**src/rtl/ov7670_pkg.sv**
```systemverilog
// ov7670_pkg: shared types and helpers for the OV7670 capture stream.
//   state_e         capture state machine encoding
//   SYNC_DEPTH      flop depth of the camera bus synchroniser
//   DECIM_LOG2_MAX  largest supported decimation exponent
//   gray_to_rgb565  replicate an 8-bit luma sample into an RGB565 word
package ov7670_pkg;

  typedef enum logic [1:0] {
    ST_IDLE      = 2'd0,
    ST_WAIT_VS   = 2'd1,
    ST_WAIT_FALL = 2'd2,
    ST_ACTIVE    = 2'd3
  } state_e;

  localparam int SYNC_DEPTH     = 2;
  localparam int DECIM_LOG2_MAX = 3;

  // Grey pixel: the top luma bits feed every channel so white stays white.
  function automatic logic [15:0] gray_to_rgb565(input logic [7:0] y);
    return {y[7:3], y[7:2], y[7:3]};
  endfunction

endpackage

```
**src/rtl/ov7670_capture_stream_sync.sv**
```systemverilog
// cam_bus_sync: brings the camera bus into the clk domain.
//   clk_i, rst_ni        system clock, async active-low reset
//   cam_*_i              raw camera pins
//   pclk_rise_o          one-cycle pulse per camera pclk rising edge
//   vsync_rise_o/fall_o  one-cycle pulses on vsync edges
//   href_o, d_o          synchronised href and data, aligned with pclk_rise_o
module cam_bus_sync
  import ov7670_pkg::*;
(
  input  logic       clk_i,
  input  logic       rst_ni,
  input  logic       cam_pclk_i,
  input  logic       cam_vsync_i,
  input  logic       cam_href_i,
  input  logic [7:0] cam_d_i,
  output logic       pclk_rise_o,
  output logic       vsync_rise_o,
  output logic       vsync_fall_o,
  output logic       href_o,
  output logic [7:0] d_o
);

  localparam int BUS_W = 11;

  // All pins share one chain so pclk, href and data stay mutually aligned.
  logic [SYNC_DEPTH-1:0][BUS_W-1:0] sync_q;
  logic [BUS_W-1:0]                 bus_s;
  logic                             pclk_d3_q;
  logic                             vsync_d3_q;

  assign bus_s = sync_q[SYNC_DEPTH-1];

  // Synchroniser shift chain plus the third-stage edge-detect flops.
  always_ff @(posedge clk_i or negedge rst_ni) begin
    if (!rst_ni) begin
      sync_q     <= '0;
      pclk_d3_q  <= 1'b0;
      vsync_d3_q <= 1'b0;
    end else begin
      sync_q     <= {sync_q[SYNC_DEPTH-2:0], {cam_pclk_i, cam_vsync_i, cam_href_i, cam_d_i}};
      pclk_d3_q  <= bus_s[10];
      vsync_d3_q <= bus_s[9];
    end
  end

  assign pclk_rise_o  = bus_s[10] & ~pclk_d3_q;
  assign vsync_rise_o = bus_s[9] & ~vsync_d3_q;
  assign vsync_fall_o = ~bus_s[9] & vsync_d3_q;
  assign href_o       = bus_s[8];
  assign d_o          = bus_s[7:0];

endmodule

```
**src/rtl/ov7670_capture_stream.sv**
```systemverilog
// ov7670_capture_stream: camera bus to decimated pixel stream in the clk domain.
//   enable/single_shot/gray_mode  capture control
//   cam_*                         raw camera pins (sampled, not used as clocks)
//   pix_*                         valid/ready pixel output with coordinates
//   frame_start/frame_done        one-cycle frame pulses
//   busy, overflow, geom_err      status (overflow/geom_err sticky until reset)
//   frame_count/drop_count        completed frames (wraps), drops (saturates)
// Pipeline: sync(2) -> byte assembly -> decimation -> output register.
module ov7670_capture_stream
  import ov7670_pkg::*;
#(
  parameter int H_ACTIVE   = 640,
  parameter int V_ACTIVE   = 480,
  parameter int X_W        = 10,
  parameter int Y_W        = 9,
  parameter int DECIM_LOG2 = 0,
  parameter int CNT_W      = 16
) (
  input  logic             clk,
  input  logic             rst_n,
  input  logic             enable,
  input  logic             single_shot,
  input  logic             gray_mode,
  input  logic             cam_pclk,
  input  logic             cam_vsync,
  input  logic             cam_href,
  input  logic [7:0]       cam_d,
  output logic [X_W-1:0]   pix_x,
  output logic [Y_W-1:0]   pix_y,
  output logic [15:0]      pix_data,
  output logic             pix_valid,
  input  logic             pix_ready,
  output logic             frame_start,
  output logic             frame_done,
  output logic             busy,
  output logic             overflow,
  output logic             geom_err,
  output logic [CNT_W-1:0] frame_count,
  output logic [CNT_W-1:0] drop_count
);

  // Out-of-range exponents are clamped rather than producing a broken mask.
  localparam int DECIM_EFF = (DECIM_LOG2 > DECIM_LOG2_MAX) ? DECIM_LOG2_MAX :
                             ((DECIM_LOG2 < 0) ? 0 : DECIM_LOG2);
  localparam logic [X_W-1:0] X_MASK = X_W'((1 << DECIM_EFF) - 1);
  localparam logic [Y_W-1:0] Y_MASK = Y_W'((1 << DECIM_EFF) - 1);
  localparam logic [X_W-1:0] H_LIM  = X_W'(H_ACTIVE);
  localparam logic [Y_W-1:0] V_LIM  = Y_W'(V_ACTIVE);

  logic       pclk_rise_s, vsync_rise_s, vsync_fall_s, href_s, href_fall_s;
  logic [7:0] d_s;

  state_e           state_q, state_d;
  logic             href_prev_q;
  logic [X_W-1:0]   x_q, x_d, cand_x_q, cand_x_d, emit_x_q, emit_x_d, pix_x_q, pix_x_d;
  logic [Y_W-1:0]   y_q, y_d, cand_y_q, cand_y_d, emit_y_q, emit_y_d, pix_y_q, pix_y_d;
  logic             phase_q, phase_d, shot_done_q, shot_done_d;
  logic [7:0]       hi_q, hi_d;
  logic             cand_valid_q, cand_valid_d, emit_valid_q, emit_valid_d;
  logic [15:0]      cand_data_q, cand_data_d, emit_data_q, pix_data_q, pix_data_d;
  logic             pix_valid_q, pix_valid_d;
  logic             frame_start_q, frame_start_d, frame_done_q, frame_done_d;
  logic             busy_q, overflow_q, overflow_d, geom_err_q, geom_err_d;
  logic [CNT_W-1:0] frame_count_q, frame_count_d, drop_count_q, drop_count_d;

  cam_bus_sync u_sync (
    .clk_i        (clk),
    .rst_ni       (rst_n),
    .cam_pclk_i   (cam_pclk),
    .cam_vsync_i  (cam_vsync),
    .cam_href_i   (cam_href),
    .cam_d_i      (cam_d),
    .pclk_rise_o  (pclk_rise_s),
    .vsync_rise_o (vsync_rise_s),
    .vsync_fall_o (vsync_fall_s),
    .href_o       (href_s),
    .d_o          (d_s)
  );

  assign href_fall_s = href_prev_q & ~href_s;

  // Frame FSM, byte assembly and geometry check.
  always_comb begin
    state_d       = state_q;
    x_d           = x_q;
    y_d           = y_q;
    phase_d       = phase_q;
    hi_d          = hi_q;
    cand_valid_d  = 1'b0;
    cand_data_d   = cand_data_q;
    cand_x_d      = cand_x_q;
    cand_y_d      = cand_y_q;
    frame_start_d = 1'b0;
    frame_done_d  = 1'b0;
    frame_count_d = frame_count_q;
    geom_err_d    = geom_err_q;
    // A finished single shot stays parked until enable or single_shot drops.
    if (!enable || !single_shot) shot_done_d = 1'b0;
    else                         shot_done_d = shot_done_q;
    case (state_q)
      ST_IDLE: begin
        if (enable && !shot_done_q) state_d = ST_WAIT_VS;
        else                        state_d = ST_IDLE;
      end
      ST_WAIT_VS: begin
        if (!enable)           state_d = ST_IDLE;
        else if (vsync_rise_s) state_d = ST_WAIT_FALL;
        else                   state_d = ST_WAIT_VS;
      end
      ST_WAIT_FALL: begin
        if (!enable) begin
          state_d = ST_IDLE;
        end else if (vsync_fall_s) begin
          state_d       = ST_ACTIVE;
          frame_start_d = 1'b1;
          x_d           = '0;
          y_d           = '0;
          phase_d       = 1'b0;
        end else begin
          state_d = ST_WAIT_FALL;
        end
      end
      ST_ACTIVE: begin
        if (vsync_rise_s) begin
          frame_done_d  = 1'b1;
          frame_count_d = frame_count_q + CNT_W'(1);
          if (single_shot || !enable) begin
            state_d     = ST_IDLE;
            shot_done_d = single_shot & enable;
          end else begin
            state_d = ST_WAIT_FALL;
          end
        end else if (href_fall_s) begin
          // End of line; an odd trailing byte is simply forgotten.
          x_d     = '0;
          phase_d = 1'b0;
          if (y_q != V_LIM) y_d = y_q + Y_W'(1);
          else              y_d = y_q;
        end else if (pclk_rise_s && href_s) begin
          phase_d = ~phase_q;
          if (!phase_q) begin
            hi_d = d_s;
          end else begin
            cand_data_d = gray_mode ? gray_to_rgb565(hi_q) : {hi_q, d_s};
            cand_x_d    = x_q;
            cand_y_d    = y_q;
            if ((x_q < H_LIM) && (y_q < V_LIM)) cand_valid_d = 1'b1;
            else                                geom_err_d   = 1'b1;
            if (x_q != H_LIM) x_d = x_q + X_W'(1);
            else              x_d = x_q;
          end
        end else begin
          state_d = ST_ACTIVE;
        end
      end
      default: state_d = ST_IDLE;
    endcase
  end

  // Decimation: keep only pixels on the 2^DECIM grid in both axes.
  always_comb begin
    emit_valid_d = cand_valid_q && ((cand_x_q & X_MASK) == '0) && ((cand_y_q & Y_MASK) == '0);
    emit_x_d     = cand_x_q >> DECIM_EFF;
    emit_y_d     = cand_y_q >> DECIM_EFF;
  end

  // Single-entry output register with drop accounting.
  always_comb begin
    pix_valid_d  = pix_valid_q;
    pix_x_d      = pix_x_q;
    pix_y_d      = pix_y_q;
    pix_data_d   = pix_data_q;
    overflow_d   = overflow_q;
    drop_count_d = drop_count_q;
    if (emit_valid_q) begin
      if (!pix_valid_q || pix_ready) begin
        pix_valid_d = 1'b1;
        pix_x_d     = emit_x_q;
        pix_y_d     = emit_y_q;
        pix_data_d  = emit_data_q;
      end else begin
        overflow_d = 1'b1;
        if (drop_count_q != {CNT_W{1'b1}}) drop_count_d = drop_count_q + CNT_W'(1);
        else                               drop_count_d = drop_count_q;
      end
    end else begin
      if (pix_valid_q && pix_ready) pix_valid_d = 1'b0;
      else                          pix_valid_d = pix_valid_q;
    end
  end

  // Capture-side state and pipeline registers.
  always_ff @(posedge clk or negedge rst_n) begin
    if (!rst_n) begin
      state_q       <= ST_IDLE;
      href_prev_q   <= 1'b0;
      x_q           <= '0;
      y_q           <= '0;
      phase_q       <= 1'b0;
      hi_q          <= 8'h00;
      shot_done_q   <= 1'b0;
      cand_valid_q  <= 1'b0;
      cand_data_q   <= 16'h0000;
      cand_x_q      <= '0;
      cand_y_q      <= '0;
      emit_valid_q  <= 1'b0;
      emit_data_q   <= 16'h0000;
      emit_x_q      <= '0;
      emit_y_q      <= '0;
      frame_start_q <= 1'b0;
      frame_done_q  <= 1'b0;
      busy_q        <= 1'b0;
      geom_err_q    <= 1'b0;
      frame_count_q <= '0;
    end else begin
      state_q       <= state_d;
      href_prev_q   <= href_s;
      x_q           <= x_d;
      y_q           <= y_d;
      phase_q       <= phase_d;
      hi_q          <= hi_d;
      shot_done_q   <= shot_done_d;
      cand_valid_q  <= cand_valid_d;
      cand_data_q   <= cand_data_d;
      cand_x_q      <= cand_x_d;
      cand_y_q      <= cand_y_d;
      emit_valid_q  <= emit_valid_d;
      emit_data_q   <= cand_data_q;
      emit_x_q      <= emit_x_d;
      emit_y_q      <= emit_y_d;
      frame_start_q <= frame_start_d;
      frame_done_q  <= frame_done_d;
      busy_q        <= (state_d != ST_IDLE);
      geom_err_q    <= geom_err_d;
      frame_count_q <= frame_count_d;
    end
  end

  // Output register and drop counters.
  always_ff @(posedge clk or negedge rst_n) begin
    if (!rst_n) begin
      pix_valid_q  <= 1'b0;
      pix_x_q      <= '0;
      pix_y_q      <= '0;
      pix_data_q   <= 16'h0000;
      overflow_q   <= 1'b0;
      drop_count_q <= '0;
    end else begin
      pix_valid_q  <= pix_valid_d;
      pix_x_q      <= pix_x_d;
      pix_y_q      <= pix_y_d;
      pix_data_q   <= pix_data_d;
      overflow_q   <= overflow_d;
      drop_count_q <= drop_count_d;
    end
  end

  assign pix_x       = pix_x_q;
  assign pix_y       = pix_y_q;
  assign pix_data    = pix_data_q;
  assign pix_valid   = pix_valid_q;
  assign frame_start = frame_start_q;
  assign frame_done  = frame_done_q;
  assign busy        = busy_q;
  assign overflow    = overflow_q;
  assign geom_err    = geom_err_q;
  assign frame_count = frame_count_q;
  assign drop_count  = drop_count_q;

endmodule

```
**config.mk**
```make
export PLATFORM = sky130hd
export DESIGN_NAME = ov7670_capture_stream
export DESIGN_NICKNAME = d
export VERILOG_FILES = /design/src/rtl/ov7670_pkg.sv /design/src/rtl/ov7670_capture_stream_sync.sv /design/src/rtl/ov7670_capture_stream.sv
export SDC_FILE = /design/constraint.sdc
export NUM_CORES = 1
export LEC_CHECK = 0
export BUFFER_PORTS_ARGS = -buffer_cell sky130_fd_sc_hd__buf_2
export CAP_MARGIN = 10
export CELL_PAD_IN_SITES_DETAIL_PLACEMENT = 0
export CELL_PAD_IN_SITES_GLOBAL_PLACEMENT = 1
export CORE_MARGIN = 3
export CORE_UTILIZATION = 43
export CTS_BUF_LIST = sky130_fd_sc_hd__clkbuf_16
export DETAILED_ROUTE_END_ITERATION = 8
export GPL_TIMING_DRIVEN = 0
export PLACE_DENSITY_LB_ADDON = 0.08
export REMOVE_ABC_BUFFERS = 1
export SLEW_MARGIN = 10
export SYNTH_ARGS = -nofsm -noshare
export SYNTH_HDL_FRONTEND = slang
export SYNTH_SLANG_ARGS = --single-unit
```
**constraint.sdc**
```tcl
create_clock -name clk -period 1.7 [get_ports clk]
set_input_delay 0 -clock clk [delete_from_list [all_inputs] [get_ports clk]]
set_output_delay 0 -clock clk [all_outputs]
set_load 0.01 [all_outputs]
```
Word-level counts from Yosys, hierarchy flattened
Cells that the tools add are included.
{ "word_totals": {"regBits": 201, "out_inout_bits": 73, "in_bits": 17} }
{ "classes": {"n_bitwise": 14, "magnitude_cmp": 2, "add_sub_neg": 4, "eq_ne": 15, "reduce_logical": 26, "muxes": 49} }
{ "op_table": {"columns": ["cell", "count"], "rows": [
  ["two-way mux 10 bit", 7],
  ["two-way mux 9 bit", 5],
  ["adder 16 x 1 -> 16 bit, second input constant", 2],
  ["two-way mux 1 bit", 25],
  ["case mux 10 bit (2 select lines)", 1],
  ["case mux 9 bit (2 select lines)", 1],
  ["!= test 16 bit, second input constant", 1],
  ["AND reduction 5 bit", 3],
  ["two-way mux 2 bit", 7],
  ["AND reduction 6 bit", 2],
  ["two-way mux 11 bit", 1],
  ["adder 10 x 1 -> 10 bit, second input constant", 1],
  ["less-than comparator 10 bit, second input constant", 1],
  ["!= test 10 bit, second input constant", 1],
  ["adder 9 x 1 -> 9 bit, second input constant", 1],
  ["less-than comparator 9 bit, second input constant", 1],
  ["!= test 3 bit, second input constant", 3],
  ["!= test 9 bit, second input constant", 1],
  ["NOT 1 bit", 9],
  ["!= test 2 bit, second input constant", 4],
  ["case mux 2 bit (4 select lines)", 1],
  ["AND reduction 2 bit", 4],
  ["AND reduction 7 bit", 1],
  ["nonzero test 2 bit", 3],
  ["other kinds (10)", 24]
]} }

Longest topological paths before layout
{ "logic_depth": {"depth_word": 8, "depth_mapped": 8, "mapped_depth_nobuf": 7} }

Cells and area by module
A second synthesis with hierarchy kept.
{ "hier_totals": {"hier_cells": 569, "area_unflattened_um2": 7638.6} }
{ "modules_own_cells": {"columns": ["mod", "cells_each", "seq_area_each_um2", "n_inst", "area_each_um2"], "rows": [
  ["ov7670_capture_stream", 534, 4429.2, 1, 6956.7],
  ["cam_bus_sync", 35, 600.6, 1, 681.9]
]} }

Worst setup path after synthesis
No wires, ideal clock.
{ "synth_timing": {"path_type": "reg2reg", "from": "register y_q[0]", "to": "register y_q[0]", "setup_time_ns": 0.125, "t_arrival_ns": 1.717, "required_time_ns": 1.575, "setup_slack_ns": -0.142, "path_stages_with_launch": 7, "synth_period_minus_slack_ns": 1.842, "cell_sequence": "dfrtp_1 > inv_1 > ha_1 > or4b_1 > or3_1 > nand3_2 > mux2_4"} }
{ "synth_between": {"elab_chain_len": 5} }
{ "synth_lines": {"columns": ["item", "line", "text"], "rows": [
  ["from (decl)", "ov7670_capture_stream.sv:56", "logic [Y_W-1:0] y_q, y_d, cand_y_q, cand_y_d, emit_y_q, emit_y_d, pix_y_q, pix_y_d;"],
  ["from (signal assigned)", "ov7670_capture_stream.sv:219", "y_q <= y_d;"],
  ["adder 9 x 1 -> 9 bit", "ov7670_capture_stream.sv:137", "if (y_q != V_LIM) y_d = y_q + Y_W'(1);"],
  ["two-way mux 9 bit", "ov7670_capture_stream.sv:137", null],
  ["two-way mux 9 bit", "ov7670_capture_stream.sv:133", "end else if (href_fall_s) begin"],
  ["two-way mux 9 bit", "ov7670_capture_stream.sv:124", "if (vsync_rise_s) begin"],
  ["case mux 9 bit (2 select lines)", "ov7670_capture_stream.sv:100", "case (state_q)"]
]} }
Several ways; a longest one is shown, not always the timed one. The select of a mux whose other input is x is not followed.
A chain may end at the register's enable or synchronous reset.

Worst setup path in the final report
Ends and elaborated chain as after synthesis.

==> flow_summary_export.csv <==
group,metric,value,unit
status,status,"finished, violations left",
status,violations,"setup timing",
worst_setup_path,r2r_start,"y_q[0]",
global_route,antenna_found_initial,0,
layout,diodes,0,
layout,fillerInstances,1442,
placement,dp_slack,-349,ps
routing,vias,4739,
layout,stdcell_area,9590,µm²
worst_setup_path,critical_path.startpoint,"y_q[0]",
power_and_ir_drop,vdd.ir_drop.worst,0.851,mV
power_and_ir_drop,p_comb_share,11.1,%
cts,path_clk_slew,60,ps
timing,grt_setup_unrepaired,"yes",
routing,wl_met3,642,µm
worst_setup_path,cp_max_fo,2,
cts,clkSinkCount,201,
yosys,syn_inst,554,
routing,wl_met1,6670,µm
power_and_ir_drop,seqPwrFrac,51.2,%
layout,finish.utilization,55.3,%
placement,hpwl,9140,µm
worst_setup_path,crit_required,2080,ps
layout,multi_input_area,2640,µm²
hold_path,hp-class,"in2async",
routing,routedWlPerCell,15.3,µm
yosys,yosysSeqAreaShare,65.9,%
power_and_ir_drop,internal-power,8.64,mW
floorplan,die_area,19400,µm²
layout,area.sequential,5030,µm²
yosys,synthDistinctLibCells,60,
global_route,overflow,0,
yosys,syn_avg_cell_area,13.8,µm²
layout,mostFrequentLayoutCell,"dfrtp_1",
timing,fin_crit,1930,ps
routing,avgViaCountPerCell,5.04,
power_and_ir_drop,power.switching,2.90,mW
yosys,synth-seq-cells,201,
floorplan,coreArea,17400,µm²
global_route,first_global_vias,4663,
timing,fmax,518,MHz
worst_setup_path,endpoint_kind,"register",
layout,area_delta_synth_final,25.6,%
routing,ant_nets,0,
floorplan,die_h,139,µm
timing,worst_clock_skew,10.1,ps
power_and_ir_drop,clock_power_share,37.8,%
timing,drv_slew,0,
layout,final_cell_mix,"dfrtp_1 (198), buf_2 (88), mux2_2 (70)",
global_route,grt_max_degree,81,
timing,worst_slew_pin_slew,599,ps
worst_setup_path,crit_cells,6,
power_and_ir_drop,powerDensity,1200,nW/µm²
floorplan,initial_core_util,44.0,%
power_and_ir_drop,fin_total_pwr,11.5,mW
worst_setup_path,crit_chain,"inv_1 -> ha_1 -> or4b_4 -> or3_4 -> nand3_4 -> mux2_4",
layout,fin_nets,723,
timing,slew_headroom,59.9,%
cts,root_buffer,"clkbuf_16",
timing,hold_ws,7.26,ps
worst_setup_path,cp_data_arrival_time,2310,ps
yosys,netlist_area,7630,µm²
worst_setup_path,crit_slowest_cell,"or4b_4",
global_route,grt_pass1_wl,23700,µm
worst_setup_path,r2r_end,"y_q[0]",
timing,setup_ws,-230,ps
worst_setup_path,critPathMaxStageDelay,450,ps
worst_setup_path,endpoint,"y_q[0]",
yosys,synthFlopType,"dfrtp_1",
floorplan,fp.dieW,139,µm
routing,top_layer,"met4",
floorplan,rows,48,
worst_setup_path,cp_top_family,"simple AND/OR/NAND/NOR gates",
worst_setup_path,crit_buf_inv,1,
global_route,grt.total_usage,14.5,%
routing,drc,0,
yosys,synth_edf_count,0,
layout,drive_gt1_share,36.6,%
timing,min_period_over_period,114,%
yosys,async_flop_share,100,%
placement,place_congestion,0.819,
power_and_ir_drop,p_leak,4.76,nW
cts,worstSkewPairLatency,490,ps
routing,wl_met2,6680,µm
placement,io_buffer_count,89,
placement,placed_area,8400,µm²
timing,setup_viol,3,
worst_setup_path,ff2ff_setup_slack,-230,ps
cts,h-tree-depth,1,
cts,cts_tree,"built",
timing,setup_tns,-557,ps
cts,cts_buffer_depth,3,
yosys,synth_warnings,0,
worst_setup_path,r2r_cells,6,
placement,placed_cells,859,
power_and_ir_drop,switching_share,25.1,%
cts,numCtsBuffers,22,
floorplan,ios,90,
routing,drt_iter0_drc,249,
routing,wl,14400,µm
worst_setup_path,startpoint_type,"register",
flow_run,maxCapViolations,0,
worst_setup_path,worstSetupPathType,"reg2reg",
layout,instances_no_fill,941,
timing,hold_viol_final,0,
routing,firstDrtPassIters,4,
## flip-flops by register name, indices dropped and copies added, names as in the netlist, 11 cells and up
register and count:
pix_data 16, cand_data_q 16, drop_count 16, u_sync.sync_q 11, frame_count 16, u_sync.bus_s 11
emit_data_q 16
## cell usage after synthesis, drive strengths merged, types with 6 or more instances
cell      n  share of area, %
dfrtp   201                66
mux2     72                11
nor2     33               1.7
a21oi    28               1.9
nand2    27               1.4
nand3    23               1.6
xnor2    22               2.5
o21ai    17               1.2
and3     13               1.2
buf      12               1.0
mux2i    12               1.6
inv      10              0.49
nand2b    9              0.74
nand4     9              0.74
and4      7              0.84
xor2      7              0.80
ha        6              0.98
## kinds of logic after synthesis
family / after synthesis / synth area share, %
AO/OA/AOI/OAI: 67 / 5.56
XOR/XNOR: 29 / 3.33
adder cells (fa/ha/maj): 6 / 0.983
buffers and inverters: 23 / 1.56
flip-flops: 201 / 65.9
multiplexers: 84 / 12.3
AND/OR/NAND/NOR: 144 / 10.4
## what timing repair did
| item | CTS | global route |
|---|---|---|
| hold endpoints to repair | 223 | 0 |
| setup endpoints to repair | 68 | 54 |
| pin swaps | 4 | 7 |
| setup buffers | 13 | 12 |
| gates resized for setup | 11 | 25 |
| hold buffers | 16 | 0 |
| gates cloned | 0 | 1 |
## final cells by class
class | count | share of cell area (%)
clock buffer | 23 | 6.00
clock inverter | 17 | 1.02
inverter | 10 | 0.391
multi-input combinational | 330 | 27.5
sequential | 201 | 52.5
tap | 225 | 2.93
timing repair buffer | 135 | 9.70
## layer usage
metal / track usage [%] / vias up
met1: 20.4 / 2345
met3: 3.06 / 34
met2: 22.8 / 100
met5: 0 / -
li1: - / 2260
met4: 4.38 / 0
## worst min path at each step
stage                            end      start
floorplan                       busy      rst_n
global placement    u_sync.sync_q[8]   cam_href
detailed placement       pix_data[2]      rst_n
CTS                  cand_data_q[10]  gray_mode
global route         cand_data_q[10]  gray_mode
finish                   pix_data[2]      rst_n
## power by group through the flow
stage               Sequential, mW  Clock [mW]  Combinational, mW
floorplan                     5.87           0              0.733
global placement              5.98           0               1.07
detailed placement            6.00           0               1.11
CTS                           5.91        4.51               1.20
global route                  6.01        4.70               1.44
finish                        5.91        4.36               1.28
Note: power is estimated with default switching activity, not from simulation.
